<file path="config.mk">
export PLATFORM = sky130hd
export DESIGN_NAME = io_input_cond
export DESIGN_NICKNAME = d
export VERILOG_FILES = /design/src/rtl/io_pkg.sv /design/src/rtl/btn_debounce.sv /design/src/rtl/io_input_cond.sv
export SDC_FILE = /design/constraint.sdc
export NUM_CORES = 1
export LEC_CHECK = 0
export BUFFER_PORTS_ARGS = -buffer_cell sky130_fd_sc_hd__buf_2
export CAP_MARGIN = 10
export CORE_ASPECT_RATIO = 0.6
export CORE_MARGIN = 2
export CORE_UTILIZATION = 60
export DETAILED_ROUTE_END_ITERATION = 10
export GPL_TIMING_DRIVEN = 0
export PLACE_DENSITY_LB_ADDON = 0.12
export SLEW_MARGIN = 20
export SYNTH_ARGS = -nofsm -noshare
export SYNTH_HDL_FRONTEND = slang
export SYNTH_SLANG_ARGS = --single-unit
</file>
<file path="constraint.sdc">
create_clock -name i_clk -period 2.2 [get_ports i_clk]
set_input_delay 0.11 -clock i_clk [delete_from_list [all_inputs] [get_ports i_clk]]
set_output_delay 0.11 -clock i_clk [all_outputs]
set_load 0.01 [all_outputs]
</file>
<file path="src/rtl/io_pkg.sv">
// Shared types and helpers for the DE2 input-conditioning path.
package io_pkg;

  typedef enum logic [1:0] {
    RELEASED,
    PRESS_WAIT,
    PRESSED,
    RELEASE_WAIT
  } btn_state_e;

  // Width that holds 0..db_cycles without wrapping.
  function automatic int db_cnt_w(input int db_cycles);
    return $clog2(db_cycles + 1);
  endfunction

endpackage

</file>
<file path="src/rtl/btn_debounce.sv">
// One push button: synchronizer chain, debounce FSM with its own counter,
// debounced level (raw polarity) and one-cycle press/release pulses.
module btn_debounce
  import io_pkg::*;
#(
  parameter int SYNC_STAGES = 2,
  parameter int DB_CYCLES   = 500000,
  parameter bit ACTIVE_LOW  = 1'b1
) (
  input  logic i_clk,
  input  logic i_rst_n,
  input  logic i_raw,
  output logic o_level,
  output logic o_press,
  output logic o_release
);

  localparam int            CW       = db_cnt_w(DB_CYCLES);
  localparam logic          RL       = ACTIVE_LOW;
  localparam logic          PL       = ~ACTIVE_LOW;
  localparam logic [CW-1:0] CNT_LAST = CW'(DB_CYCLES - 1);

  logic [SYNC_STAGES-1:0] sync_reg;
  logic                   act_reg;
  btn_state_e             state_reg;
  logic [CW-1:0]          cnt_reg;

  always_ff @(posedge i_clk or negedge i_rst_n) begin
    if (!i_rst_n) begin
      sync_reg  <= {SYNC_STAGES{RL}};
      act_reg   <= 1'b0;
      state_reg <= RELEASED;
      cnt_reg   <= '0;
      o_level   <= RL;
      o_press   <= 1'b0;
      o_release <= 1'b0;
    end else begin
      sync_reg  <= {sync_reg[SYNC_STAGES-2:0], i_raw};
      // Registered compare keeps the FSM off the synchronizer output and
      // puts the output edge SYNC_STAGES+DB_CYCLES clocks after the input edge.
      act_reg   <= (sync_reg[SYNC_STAGES-1] == PL);
      o_press   <= 1'b0;
      o_release <= 1'b0;
      case (state_reg)
        RELEASED: begin
          if (act_reg) begin
            state_reg <= PRESS_WAIT;
            cnt_reg   <= CW'(1);
          end
        end
        PRESS_WAIT: begin
          if (!act_reg) begin
            state_reg <= RELEASED;
            cnt_reg   <= '0;
          end else if (cnt_reg == CNT_LAST) begin
            state_reg <= PRESSED;
            cnt_reg   <= '0;
            o_level   <= PL;
            o_press   <= 1'b1;
          end else begin
            cnt_reg <= cnt_reg + 1'b1;
          end
        end
        PRESSED: begin
          if (!act_reg) begin
            state_reg <= RELEASE_WAIT;
            cnt_reg   <= CW'(1);
          end
        end
        RELEASE_WAIT: begin
          if (act_reg) begin
            state_reg <= PRESSED;
            cnt_reg   <= '0;
          end else if (cnt_reg == CNT_LAST) begin
            state_reg <= RELEASED;
            cnt_reg   <= '0;
            o_level   <= RL;
            o_release <= 1'b1;
          end else begin
            cnt_reg <= cnt_reg + 1'b1;
          end
        end
        default: begin
          state_reg <= RELEASED;
          cnt_reg   <= '0;
        end
      endcase
    end
  end

endmodule

</file>
<file path="src/rtl/io_input_cond.sv">
// Conditions raw DE2 switch/button pins for the core's input-peripheral region:
// synchronize, debounce (per-button FSMs, shared-tick switch sampling), event pulses.
module io_input_cond
  import io_pkg::*;
#(
  parameter int N_SW           = 32,
  parameter int N_BTN          = 4,
  parameter int SYNC_STAGES    = 2,
  parameter int DB_CYCLES      = 500000,
  parameter bit BTN_ACTIVE_LOW = 1'b1
) (
  input  logic             i_clk,
  input  logic             i_rst_n,
  input  logic [N_SW-1:0]  i_sw_raw,
  input  logic [N_BTN-1:0] i_btn_raw,
  output logic [N_SW-1:0]  o_io_sw,
  output logic [N_BTN-1:0] o_io_btn,
  output logic [N_BTN-1:0] o_btn_press,
  output logic [N_BTN-1:0] o_btn_release
);

  localparam int            CW        = db_cnt_w(DB_CYCLES);
  localparam logic [CW-1:0] TICK_LAST = CW'(DB_CYCLES - 1);

  logic [SYNC_STAGES-1:0][N_SW-1:0] sw_sync_reg;
  logic [N_SW-1:0]                  sw_s;
  logic [N_SW-1:0]                  sw_prev_reg;
  logic [N_SW-1:0]                  sw_stable;
  logic [CW-1:0]                    tick_cnt_reg;
  logic                             tick;

  assign sw_s      = sw_sync_reg[SYNC_STAGES-1];
  assign tick      = (tick_cnt_reg == TICK_LAST);
  assign sw_stable = ~(sw_s ^ sw_prev_reg);

  // A switch bit only moves when two consecutive tick samples agree.
  always_ff @(posedge i_clk or negedge i_rst_n) begin
    if (!i_rst_n) begin
      sw_sync_reg  <= '0;
      sw_prev_reg  <= '0;
      tick_cnt_reg <= '0;
      o_io_sw      <= '0;
    end else begin
      sw_sync_reg <= {sw_sync_reg[SYNC_STAGES-2:0], i_sw_raw};
      if (tick) begin
        tick_cnt_reg <= '0;
        sw_prev_reg  <= sw_s;
        o_io_sw      <= (o_io_sw & ~sw_stable) | (sw_s & sw_stable);
      end else begin
        tick_cnt_reg <= tick_cnt_reg + 1'b1;
      end
    end
  end

  generate
    for (genvar gi = 0; gi < N_BTN; gi++) begin : g_btn
      btn_debounce #(
        .SYNC_STAGES(SYNC_STAGES),
        .DB_CYCLES  (DB_CYCLES),
        .ACTIVE_LOW (BTN_ACTIVE_LOW)
      ) u_btn_debounce (
        .i_clk    (i_clk),
        .i_rst_n  (i_rst_n),
        .i_raw    (i_btn_raw[gi]),
        .o_level  (o_io_btn[gi]),
        .o_press  (o_btn_press[gi]),
        .o_release(o_btn_release[gi])
      );
    end
  endgenerate

endmodule

</file>
==> results.json, run 1 <==
{
  "register_area_sq_um": 6400,
  "clock-sinks": 255,
  "cp.arrival_ns": 2.48,
  "drcViolationCount": 0,
  "wl_um": 23600,
  "synthSimpleGateAreaFrac_pct": 17.0,
  "path_cells": "clkbuf_1, nor4b_2, and4_2, a21o_2, o21ai_0, a22o_1",
  "synth_compound_area_share_pct": 14.5,
  "root_buffer": "clkbuf_16",
  "cts_max_level": 1,
  "drt_iter0_drc": 620,
  "overflow": 0,
  "cp.required_ns": 2.59,
  "cp_max_fo": 10,
  "wire_per_inst_um": 16.6,
  "clkTransAtPathRegs_ns": 0.06,
  "synth_seq_cells": 255,
  "initial_core_util_pct": 61.7,
  "slew_violations": 0,
  "ys_types": 56,
  "ys_async_sr_fraction_pct": 100,
  "syn_area_per_cell_sq_um": 10.4,
  "synth_fa_ha_area_share_pct": 0.588,
  "gp_congestion": 0.875,
  "ys_seq_area_share_pct": 60.1,
  "track_usage_pct": 25.5,
  "grt_pass1_wl_um": 38700,
  "synth_nets": 1070,
  "cp-end-kind": "flip-flop",
  "synth_xor_area_share_pct": 1.88,
  "switching_power_mw": 1.98,
  "fp.dieH_um": 107,
  "synth_top_family_by_area": "simple AND/OR/NAND/NOR gates",
  "critPathTopFamily": "simple AND/OR/NAND/NOR gates",
  "tightest_slew_ns": 0.807,
  "p_leak_nw": 5.80,
  "fin_area_sq_um": 12700,
  "syn_inst": 1027,
  "grtUsageMet1_pct": 41.5,
  "cts_tree": "built",
  "power_mw": 9.35,
  "clockBufferDepth": 3,
  "final_nets": 1219,
  "met2_usage_pct": 37.0,
  "ys_warn_count": 0,
  "startpoint_type": "flip-flop",
  "final_common_cell": "dfrtp_1",
  "fill_cells": 1202,
  "hold_path_class": "primary input to async pin",
  "avgViaCountPerCell": 5.75,
  "coreArea_sq_um": 17300,
  "cts_buffers": 23,
  "path_class": "flip-flop to flip-flop",
  "cap_viol_max_count": 0,
  "top_usage_layer": "met1",
  "vias": 8198,
  "syn_area_sq_um": 10600,
  "finalCritPeriodShare_pct": 95.4,
  "status": "complete, no violations",
  "power_density_nw_per_um2": 735,
  "drive_gt1_share_pct": 16.4,
  "p_clk_share_pct": 43.5,
  "drtPass1Iterations": 8,
  "hpwlAfterDp_um": 15400,
  "mostFrequentLayoutCells": "dfrtp_1 (241), o21ai_0 (109), a21oi_1 (98)",
  "rsz0062_at_grt": "true",
  "ant_nets": 0,
  "place_area_sq_um": 11400,
  "synth_mux_area_share_pct": 1.54,
  "synth_edf_count": 0,
  "multi_input_area_sq_um": 3880,
  "sequentialPowerShare_pct": 52.1,
  "grt.met3_usage_pct": 3.76,
  "ys.flop_type": "dfrtp_1",
  "finalHoldViolCount": 0,
  "areaGrowthSynthToFinish_pct": 19.4,
  "power_frac_comb_pct": 4.4,
  "io-pin-count": 82,
  "grt_max_degree": 93,
  "fin_crit_ns": 2.10,
  "setup_viol": 0,
  "max_slew_margin_pct": 45.7,
  "antenna_found_initial": 0,
  "max_stage_delay_ns": 0.41,
  "sw_frac_of_total_pct": 21.2,
  "path_buf_inv": 1,
  "die_w_um": 176,
  "fin_skew_ns": 0.00856,
  "design.die.area_sq_um": 18900,
  "grt_pass1_vias": 7654,
  "diodes": 0,
  "fmax_ghz": 0.476,
  "clock_latency_ns": 0.50,
  "io_buffers": 81,
  "cpMaxStageDelayCell": "nor4b_2",
  "row_count": 37,
  "p_int_mw": 7.37,
  "ir_drop_mv": 0.577
}
worst reg2reg max path, stage by stage (launching register included):
cell	delay, ns
dfrtp_1	0.36
clkbuf_1	0.20
nor4b_2	0.41
and4_2	0.37
a21o_2	0.28
o21ai_0	0.13
a22o_1	0.25
cells by family after synthesis:
kind of cell / after synthesis
mux: 16
compound gates: 272
xor+xnor: 22
buf+inv: 109
simple gates: 348
flops: 255
fa+ha+maj: 5
worst paths after layout:
| check | slack (ns) | to | cells after the start | start |
|---|---|---|---|---|
| max | 0.10 | g_btn[0].u_btn_debounce.cnt_reg[12] | 6 | g_btn[0].u_btn_debounce.cnt_reg[10] |
| min | 0.17 | g_btn[2].u_btn_debounce.cnt_reg[1] | 2 | i_rst_n |
| max reg2reg | 0.10 | g_btn[0].u_btn_debounce.cnt_reg[12] | 6 | g_btn[0].u_btn_debounce.cnt_reg[10] |
| min reg2reg | 0.34 | sw_s[18] | 0 | sw_sync_reg[18] |
| max in group asynchronous | 0.80 | async pin | 4 | i_rst_n |
| min in group i_clk | 0.25 | g_btn[2].u_btn_debounce.sync_reg[0] | 2 | i_btn_raw[2] |
per-stage QoR:
stage          utilization (%)  TNS (ns)  std cells  worst slack [ns]  hold WS [ns]
2_1_floorplan                -         0       1027             0.227        -0.186
3_3_place_gp              65.7   -852.42       1342             -3.43         0.215
3_5_place_dp              66.1     -1.92       1344            -0.131         0.134
4_1_cts                   72.8         0       1421           0.00808         0.198
5_1_grt                   73.6   -0.0706       1425           -0.0168         0.229
6_report                  73.6         0       1425             0.101         0.174
Yosys cell counts (3+ instances only):
cell type,n,area (sq um)
nor4_1,14,87.6
or3_1,7,43.8
and4_1,9,78.8
nor3b_1,10,75.1
nor3_1,26,130
a21o_1,26,195
xor2_1,13,114
a21oi_1,99,495
nand2_1,95,357
o211ai_1,4,30.0
dfrtp_1,243,6080
a22o_1,8,70.1
inv_1,64,240
and3_1,18,113
or4_1,5,37.5
ha_1,5,62.6
nand2b_1,5,31.3
and2_1,14,87.6
nor2_1,49,184
nand4_1,28,175
nand3_1,51,255
o21ai_0,110,551
nor4b_1,7,61.3
mux2i_1,13,130
dfstp_2,12,315
buf_2,13,65.1
clkbuf_1,17,63.8
a31oi_1,3,18.8
buf_4,13,97.6
xnor2_1,8,70.1
mux2_2,3,33.8
area by class of cell:
type                       count  share of cell area (%)
timing repair buffer         125                    6.91
tap                          234                    2.30
multi-input combinational    663                    30.5
sequential                   255                    50.3
inverter                      64                    1.89
clock inverter                 6                   0.827
clock buffer                  34                    5.17
buffer                        44                    2.06
power groups by stage:
stage	logic, mW	clock network, mW	registers [mW]
6_report	0.407	4.07	4.87
5_1_grt	0.462	4.32	4.88
4_1_cts	0.397	4.13	4.87
3_5_place_dp	0.338	0	4.96
3_3_place_gp	0.315	0	4.95
2_1_floorplan	0.152	0	4.94
per-layer routing:
| layer | part of all wire [%] | routed length (um) |
|---|---|---|
| met1 | 50 | 11800 |
| met2 | 43 | 10100 |
| met3 | 5.7 | 1350 |
| met4 | 1.3 | 307 |
| met5 | 0 | 0 |
what timing repair did:
item                                    in CTS  in global routing
resized for setup                           10                 35
hold endpoints to repair                   113                  0
hold buffers                                37                  0
pin swaps                                    0                  4
endpoints found under the setup margin      34                115
setup buffers                                0                  5
No activity file was read; power rests on OpenSTA's default activity.
==> inputs of run 2 (changes only) <==
Settings changed: CORE_ASPECT_RATIO 0.6 to not set, CORE_UTILIZATION 60 to 64.
Clock period 2.2 ns to 2.7 ns, I/O delays scaled along.
==> run 2 against run 1 <==
Utilization rose by 3.7 points; setup slack improved by 0.29 ns; routed wire length down 4.4%; die area fell by 6.2%; sequential power fell by 18%; global-route usage grew 0.80 points; largest power group unchanged; highest routed layer unchanged.
==> results.json, run 2 (same netlist as run 1, synthesis figures left out) <==
{
  "status": "complete, no violations",
  "antenna_found_initial": 0,
  "final_nets": 1219,
  "wl_um": 22600,
  "p_leak_nw": 5.79,
  "io_buffers": 81,
  "die_w_um": 133,
  "max_slew_margin_pct": 43.6,
  "drive_gt1_share_pct": 14.9,
  "row_count": 47,
  "startpoint_type": "flip-flop",
  "power_frac_comb_pct": 4.0,
  "cp-end-kind": "flip-flop",
  "cap_viol_max_count": 0,
  "cp.required_ns": 3.11,
  "ir_drop_mv": 0.649,
  "cts_buffers": 26,
  "drtPass1Iterations": 5,
  "path_class": "flip-flop to flip-flop",
  "finalCritPeriodShare_pct": 85.7,
  "wire_per_inst_um": 15.9,
  "overflow": 0,
  "r2r_slack_ns": 0.39,
  "power_density_nw_per_um2": 628,
  "reg2regPathDepth": 7,
  "sw_frac_of_total_pct": 21.5,
  "mostFrequentLayoutCells": "dfrtp_1 (243), o21ai_0 (110), a21oi_1 (99)",
  "postCtsSetupRepairBufs": 0,
  "worstSetupStartpoint": "g_btn[1].u_btn_debounce.cnt_reg[0]",
  "finalHoldViolCount": 0,
  "grt_pass1_vias": 7948,
  "endpoint": "g_btn[1].u_btn_debounce.cnt_reg[16]",
  "fin_crit_ns": 2.31,
  "gp_congestion": 0.855,
  "cpMaxStageDelayCell": "dfrtp_1",
  "fin_area_sq_um": 12700,
  "timing.rr.end": "g_btn[1].u_btn_debounce.cnt_reg[16]",
  "drcViolationCount": 0,
  "grt_max_degree": 85,
  "slew_violations": 0,
  "clockBufferDepth": 3,
  "cp_max_fo": 10,
  "utilization_pct": 77.3,
  "reg2reg_from": "g_btn[1].u_btn_debounce.cnt_reg[0]",
  "design.die.area_sq_um": 17700,
  "hpwlAfterDp_um": 14300,
  "max_stage_delay_ns": 0.45,
  "avgViaCountPerCell": 5.79,
  "place_area_sq_um": 11400,
  "drt_iter0_drc": 459,
  "cp.arrival_ns": 2.72,
  "ant_nets": 0,
  "p_clk_share_pct": 46.2,
  "path_depth": 7,
  "root_buffer": "clkbuf_16",
  "diodes": 0,
  "coreArea_sq_um": 16400,
  "switching_power_mw": 1.72,
  "track_usage_pct": 26.3,
  "rsz0062_at_grt": "false",
  "clock_latency_ns": 0.53,
  "critPathTopFamily": "compound AO/OA/AOI/OAI gates",
  "hold_path_class": "primary input to async pin",
  "grt_pass1_wl_um": 38500,
  "io-pin-count": 82,
  "clkTransAtPathRegs_ns": 0.06,
  "initial_core_util_pct": 64.9,
  "path_buf_inv": 1,
  "fin_skew_ns": 0.0114,
  "post-place-cells": 1331,
  "clock-sinks": 255,
  "tightest_slew_ns": 0.838,
  "sequentialPowerShare_pct": 49.9,
  "areaGrowthSynthToFinish_pct": 19.2,
  "final_common_cell": "dfrtp_1",
  "vias": 8200,
  "path_cells": "ha_1, nand4b_1, or3_1, o21ai_2, buf_2, o21ai_0, a21o_1",
  "fp.dieH_um": 133,
  "p_int_mw": 6.26,
  "layout.cells.non_filler": 1416,
  "hold_slack_ns": 0.108,
  "cts_tree": "built",
  "cts_max_level": 1,
  "setup_viol": 0,
  "fmax_ghz": 0.432
}
run 2: worst reg2reg max path, delay by kind of cell (launching register included):
family,cells,cell delay [ns]
AND/OR/NAND/NOR,2,0.53
buffers and inverters,1,0.30
flip-flops,1,0.45
adder cells (fa/ha/maj),1,0.29
AO/OA/AOI/OAI,3,0.65
run 2: metal layers:
layer,global-route usage [%],up-vias,part of all wire (%)
met5,0,-,0
met2,44.0,194,50
met1,37.1,4059,44
li1,-,3904,-
met3,3.52,43,4.4
met4,6.57,0,2.2
run 2: per-stage QoR:
stage | setup WS (ns) | TNS (ns) | total power, mW
after detailed placement | 0.413 | 0 | 4.32
after global routing | 0.231 | 0 | 8.22
after floorplan | 0.727 | 0 | 4.15
final | 0.387 | 0 | 7.97
after global placement | -2.91 | -717.07 | 4.29
after CTS | 0.395 | 0 | 8.04
run 2: worst min-delay path by stage:
stage	endpoint	slack [ns]
2_1_floorplan	async pin	-0.16
3_3_place_gp	g_btn[2].u_btn_debounce.sync_reg[0]	0.24
3_5_place_dp	sw_prev_reg[0]	0.06
4_1_cts	sw_prev_reg[0]	0.10
5_1_grt	sw_sync_reg[0]	0.14
6_report	sw_prev_reg[0]	0.11
run 2: final cells by class:
class	count	area (sq um)
fill	1090	3720
timing repair buffer	121	868
clock inverter	8	101
inverter	64	240
tap	220	275
clock buffer	40	795
buffer	45	235
sequential	255	6400
multi-input combinational	663	3780
run 2: power groups by stage:
stage / Combinational, mW / Clock, mW / Sequential, mW
2_1_floorplan: 0.124 / 0 / 4.02
3_3_place_gp: 0.254 / 0 / 4.04
3_5_place_dp: 0.278 / 0 / 4.04
4_1_cts: 0.322 / 3.74 / 3.97
5_1_grt: 0.363 / 3.88 / 3.98
6_report: 0.317 / 3.68 / 3.97
run 2: repair_timing:
action                                 in CTS  in global routing
endpoints found under the hold margin     212                  0
resized for setup                           0                  0
hold buffers                               37                  0
setup endpoints to repair                   0                  0
==> inputs of run 3 (changes only) <==
--- a/config.mk
+++ b/config.mk
@@ -6,8 +6,11 @@
 export NUM_CORES = 1
 export LEC_CHECK = 0
+export ABC_AREA = 1
 export BUFFER_PORTS_ARGS = -buffer_cell sky130_fd_sc_hd__buf_2
 export CAP_MARGIN = 10
+export CELL_PAD_IN_SITES_DETAIL_PLACEMENT = 1
+export CELL_PAD_IN_SITES_GLOBAL_PLACEMENT = 1
 export CORE_MARGIN = 2
-export CORE_UTILIZATION = 64
+export CORE_UTILIZATION = 49
 export DETAILED_ROUTE_END_ITERATION = 10
 export GPL_TIMING_DRIVEN = 0
==> constraint.sdc (replaced) <==
create_clock -name i_clk -period 2.7 [get_ports i_clk]
set_input_delay 0.135 -clock i_clk [delete_from_list [all_inputs] [get_ports i_clk]]
set_output_delay 0.135 -clock i_clk [all_outputs]
set_load 0.005 [all_outputs]
==> run 3 against run 2 <==
Utilization down 18 points; hold slack better by 0.036 ns; sequential power up 2%; power up 12%; synthesized cell count up 34%; first-iteration DRC count up 11%; combinational power up 71%; register-to-register slack better by 0.04 ns; highest routed layer unchanged; largest cell class unchanged; setup slack better by 0.044 ns; synthesized area up 8.0%.
==> results.json, run 3 <==
{
  "hpwlAfterDp_um": 20400,
  "synth_compound_area_share_pct": 7.54,
  "synth_mux_area_share_pct": 0.0979,
  "grt_pass1_vias": 10600,
  "synthSimpleGateAreaFrac_pct": 27.4,
  "layout.cells.non_filler": 1870,
  "post-place-cells": 1780,
  "power_density_nw_per_um2": 646,
  "cts_buffers": 28,
  "clockBufferDepth": 3,
  "cp-end-kind": "flip-flop",
  "path_cells": "ha_1, nand2_1, nor2_2, inv_2, nor2_4, nand2_2, clkbuf_1, o21ai_0, nand2_1",
  "cts_resized": 0,
  "grt_max_degree": 100,
  "drcViolationCount": 0,
  "utilization_pct": 59.3,
  "worst_slack_ns": 0.431,
  "synth_top_area_cell": "dfrtp_1",
  "rsz0062_at_grt": "false",
  "syn_inst": 1378,
  "ant_nets": 0,
  "path_class": "flip-flop to flip-flop",
  "synth_top_area_share_pct": 52.9,
  "ys.flop_type": "dfrtp_1",
  "ir_drop_mv": 0.521,
  "fmax_ghz": 0.441,
  "final_common_cell": "nand2_1",
  "finalHoldViolCount": 0,
  "areaGrowthSynthToFinish_pct": 19.9,
  "drtPass1Iterations": 4,
  "fin_skew_ns": 0.0128,
  "synth_seq_cells": 255,
  "wire_per_inst_um": 17.2,
  "cts_tree": "built",
  "initial_core_util_pct": 49.4,
  "startpoint_type": "flip-flop",
  "fp.dieH_um": 157,
  "antenna_found_initial": 1,
  "synth_xor_area_share_pct": 2.44,
  "fin_crit_ns": 2.27,
  "cap_viol_max_count": 0,
  "design.die.area_sq_um": 24700,
  "status": "complete, no violations",
  "power_mw": 8.91,
  "row_count": 56,
  "wl_um": 32200,
  "overflow": 0,
  "gp_congestion": 0.834,
  "clock_latency_ns": 0.56,
  "yosys-top-cells-area": "dfrtp_1 (53%), nand2_1 (13%), nor2_1 (8.2%), inv_1 (4.3%), nand3_1 (3.4%)",
  "reg2regPathDepth": 9,
  "synth_top_family_by_area": "simple AND/OR/NAND/NOR gates",
  "hold_path_class": "primary input to async pin",
  "vias": 9930,
  "max_slew_margin_pct": 49.9,
  "slew_violations": 0,
  "syn_area_per_cell_sq_um": 8.34,
  "reg2reg_from": "tick_cnt_reg[0]",
  "avgViaCountPerCell": 5.31,
  "coreArea_sq_um": 23300,
  "finalCritPeriodShare_pct": 84.0,
  "ys_warn_count": 0,
  "track_usage_pct": 26.5,
  "r2r_slack_ns": 0.43,
  "synth_nets": 1421,
  "hold_slack_ns": 0.145,
  "post-place-ws_ns": 0.581,
  "cts_max_level": 1,
  "root_buffer": "clkbuf_16",
  "ys_seq_area_share_pct": 55.6,
  "ys_async_sr_fraction_pct": 100,
  "final_nets": 1571,
  "synth_edf_count": 0,
  "ys_types": 34,
  "cp.arrival_ns": 2.69,
  "grt_pass1_wl_um": 52800,
  "mostFrequentLayoutCells": "nand2_1 (392), nor2_1 (251), dfrtp_1 (243)",
  "io_buffers": 81,
  "setup_viol": 0,
  "clkTransAtPathRegs_ns": 0.06,
  "tightest_slew_ns": 0.749,
  "p_leak_nw": 6.80,
  "die_w_um": 157,
  "drive_gt1_share_pct": 12.2,
  "drt_iter0_drc": 510,
  "clock-sinks": 255,
  "io-pin-count": 82,
  "cp_common_cell": "nand2_1",
  "ys_top_cells_by_count": "nand2_1 (392), nor2_1 (251), dfrtp_1 (243)",
  "synth_most_common_cell": "nand2_1",
  "cp.required_ns": 3.12,
  "synth_fa_ha_area_share_pct": 0.544,
  "cp_max_fo": 10,
  "max_stage_delay_ns": 0.40,
  "syn_area_sq_um": 11500,
  "cpMaxStageDelayCell": "dfrtp_1"
}
## run 3: cell types whose count changed after synthesis, moves of 32 or more
cell and delta:
nand2_1 +297, nor2_1 +202, a21oi_1 -90, inv_1 +67
o21ai_0 -34, o2111ai_1 +32
## run 3: layout make-up
type | instances | area, sq um
clock inverters | 20 | 304
plain buffers | 36 | 228
diodes | 1 | 2.50
fillers | 2808 | 9470
inverters | 134 | 503
repair buffers | 120 | 841
flip-flops and latches | 255 | 6400
well taps | 319 | 399
clock buffers | 32 | 746
multi-input cells | 953 | 4370
## run 3: where the power goes
group | internal [mW] | leakage [nW] | switching, mW | total (mW)
Combinational | 0.178 | 2.97 | 0.364 | 0.541
Clock | 2.66 | 0.506 | 1.65 | 4.32
Sequential | 3.94 | 3.33 | 0.104 | 4.05
Total | 6.78 | 6.80 | 2.12 | 8.91
## run 3: cell families (layout without fill, tap and decap cells)
kind of cell    after synthesis  count (layout)
simple gates                775             775
flops                       255             255
buf+inv                     170             342
compound gates              140             140
xor+xnor                     32              32
fa+ha+maj                     5               5
mux                           1               1
other cells                   0               1
## run 3: worst max-delay path: cells and delay by family (launching register included)
| family | cells | cell delay [ns] |
|---|---|---|
| fa+ha+maj | 1 | 0.28 |
| simple gates | 5 | 0.75 |
| buf+inv | 2 | 0.41 |
| flops | 1 | 0.40 |
| compound gates | 1 | 0.30 |
## run 3: repair_timing
item / 4_1_cts / 5_1_grt
hold endpoints to repair: 110 / 0
hold buffers: 37 / 0
setup buffers: 0 / 0
## run 3: per-stage QoR
| step | area (sq um) | TNS [ns] |
|---|---|---|
| 2_1_floorplan | 11500 | 0 |
| 3_3_place_gp | 12300 | -772.45 |
| 3_5_place_dp | 12400 | 0 |
| 4_1_cts | 13800 | 0 |
| 5_1_grt | 13800 | 0 |
| 6_report | 13800 | 0 |
## run 3: worst max-delay path by stage
stage	to	slack [ns]	from	depth (start not counted)
final	flip-flop	0.43	tick_cnt_reg[0]	9
after global routing	flip-flop	0.29	tick_cnt_reg[0]	9
after detailed placement	flip-flop	0.58	tick_cnt_reg[11]	7
after CTS	flip-flop	0.42	tick_cnt_reg[0]	9
after floorplan	tick_cnt_reg[8]	1.11	tick_cnt_reg[0]	10
after global placement	g_btn[3].u_btn_debounce.cnt_reg[11]	-3.14	i_rst_n	1
## run 3: per-layer routing
metal | GRT usage (%) | vias to the layer above | wire length [um]
met5 | 0 | - | 0
met4 | 9.44 | 0 | 840
met3 | 3.77 | 61 | 1040
met2 | 46.5 | 165 | 16500
met1 | 33.6 | 4997 | 13900
li1 | - | 4707 | -
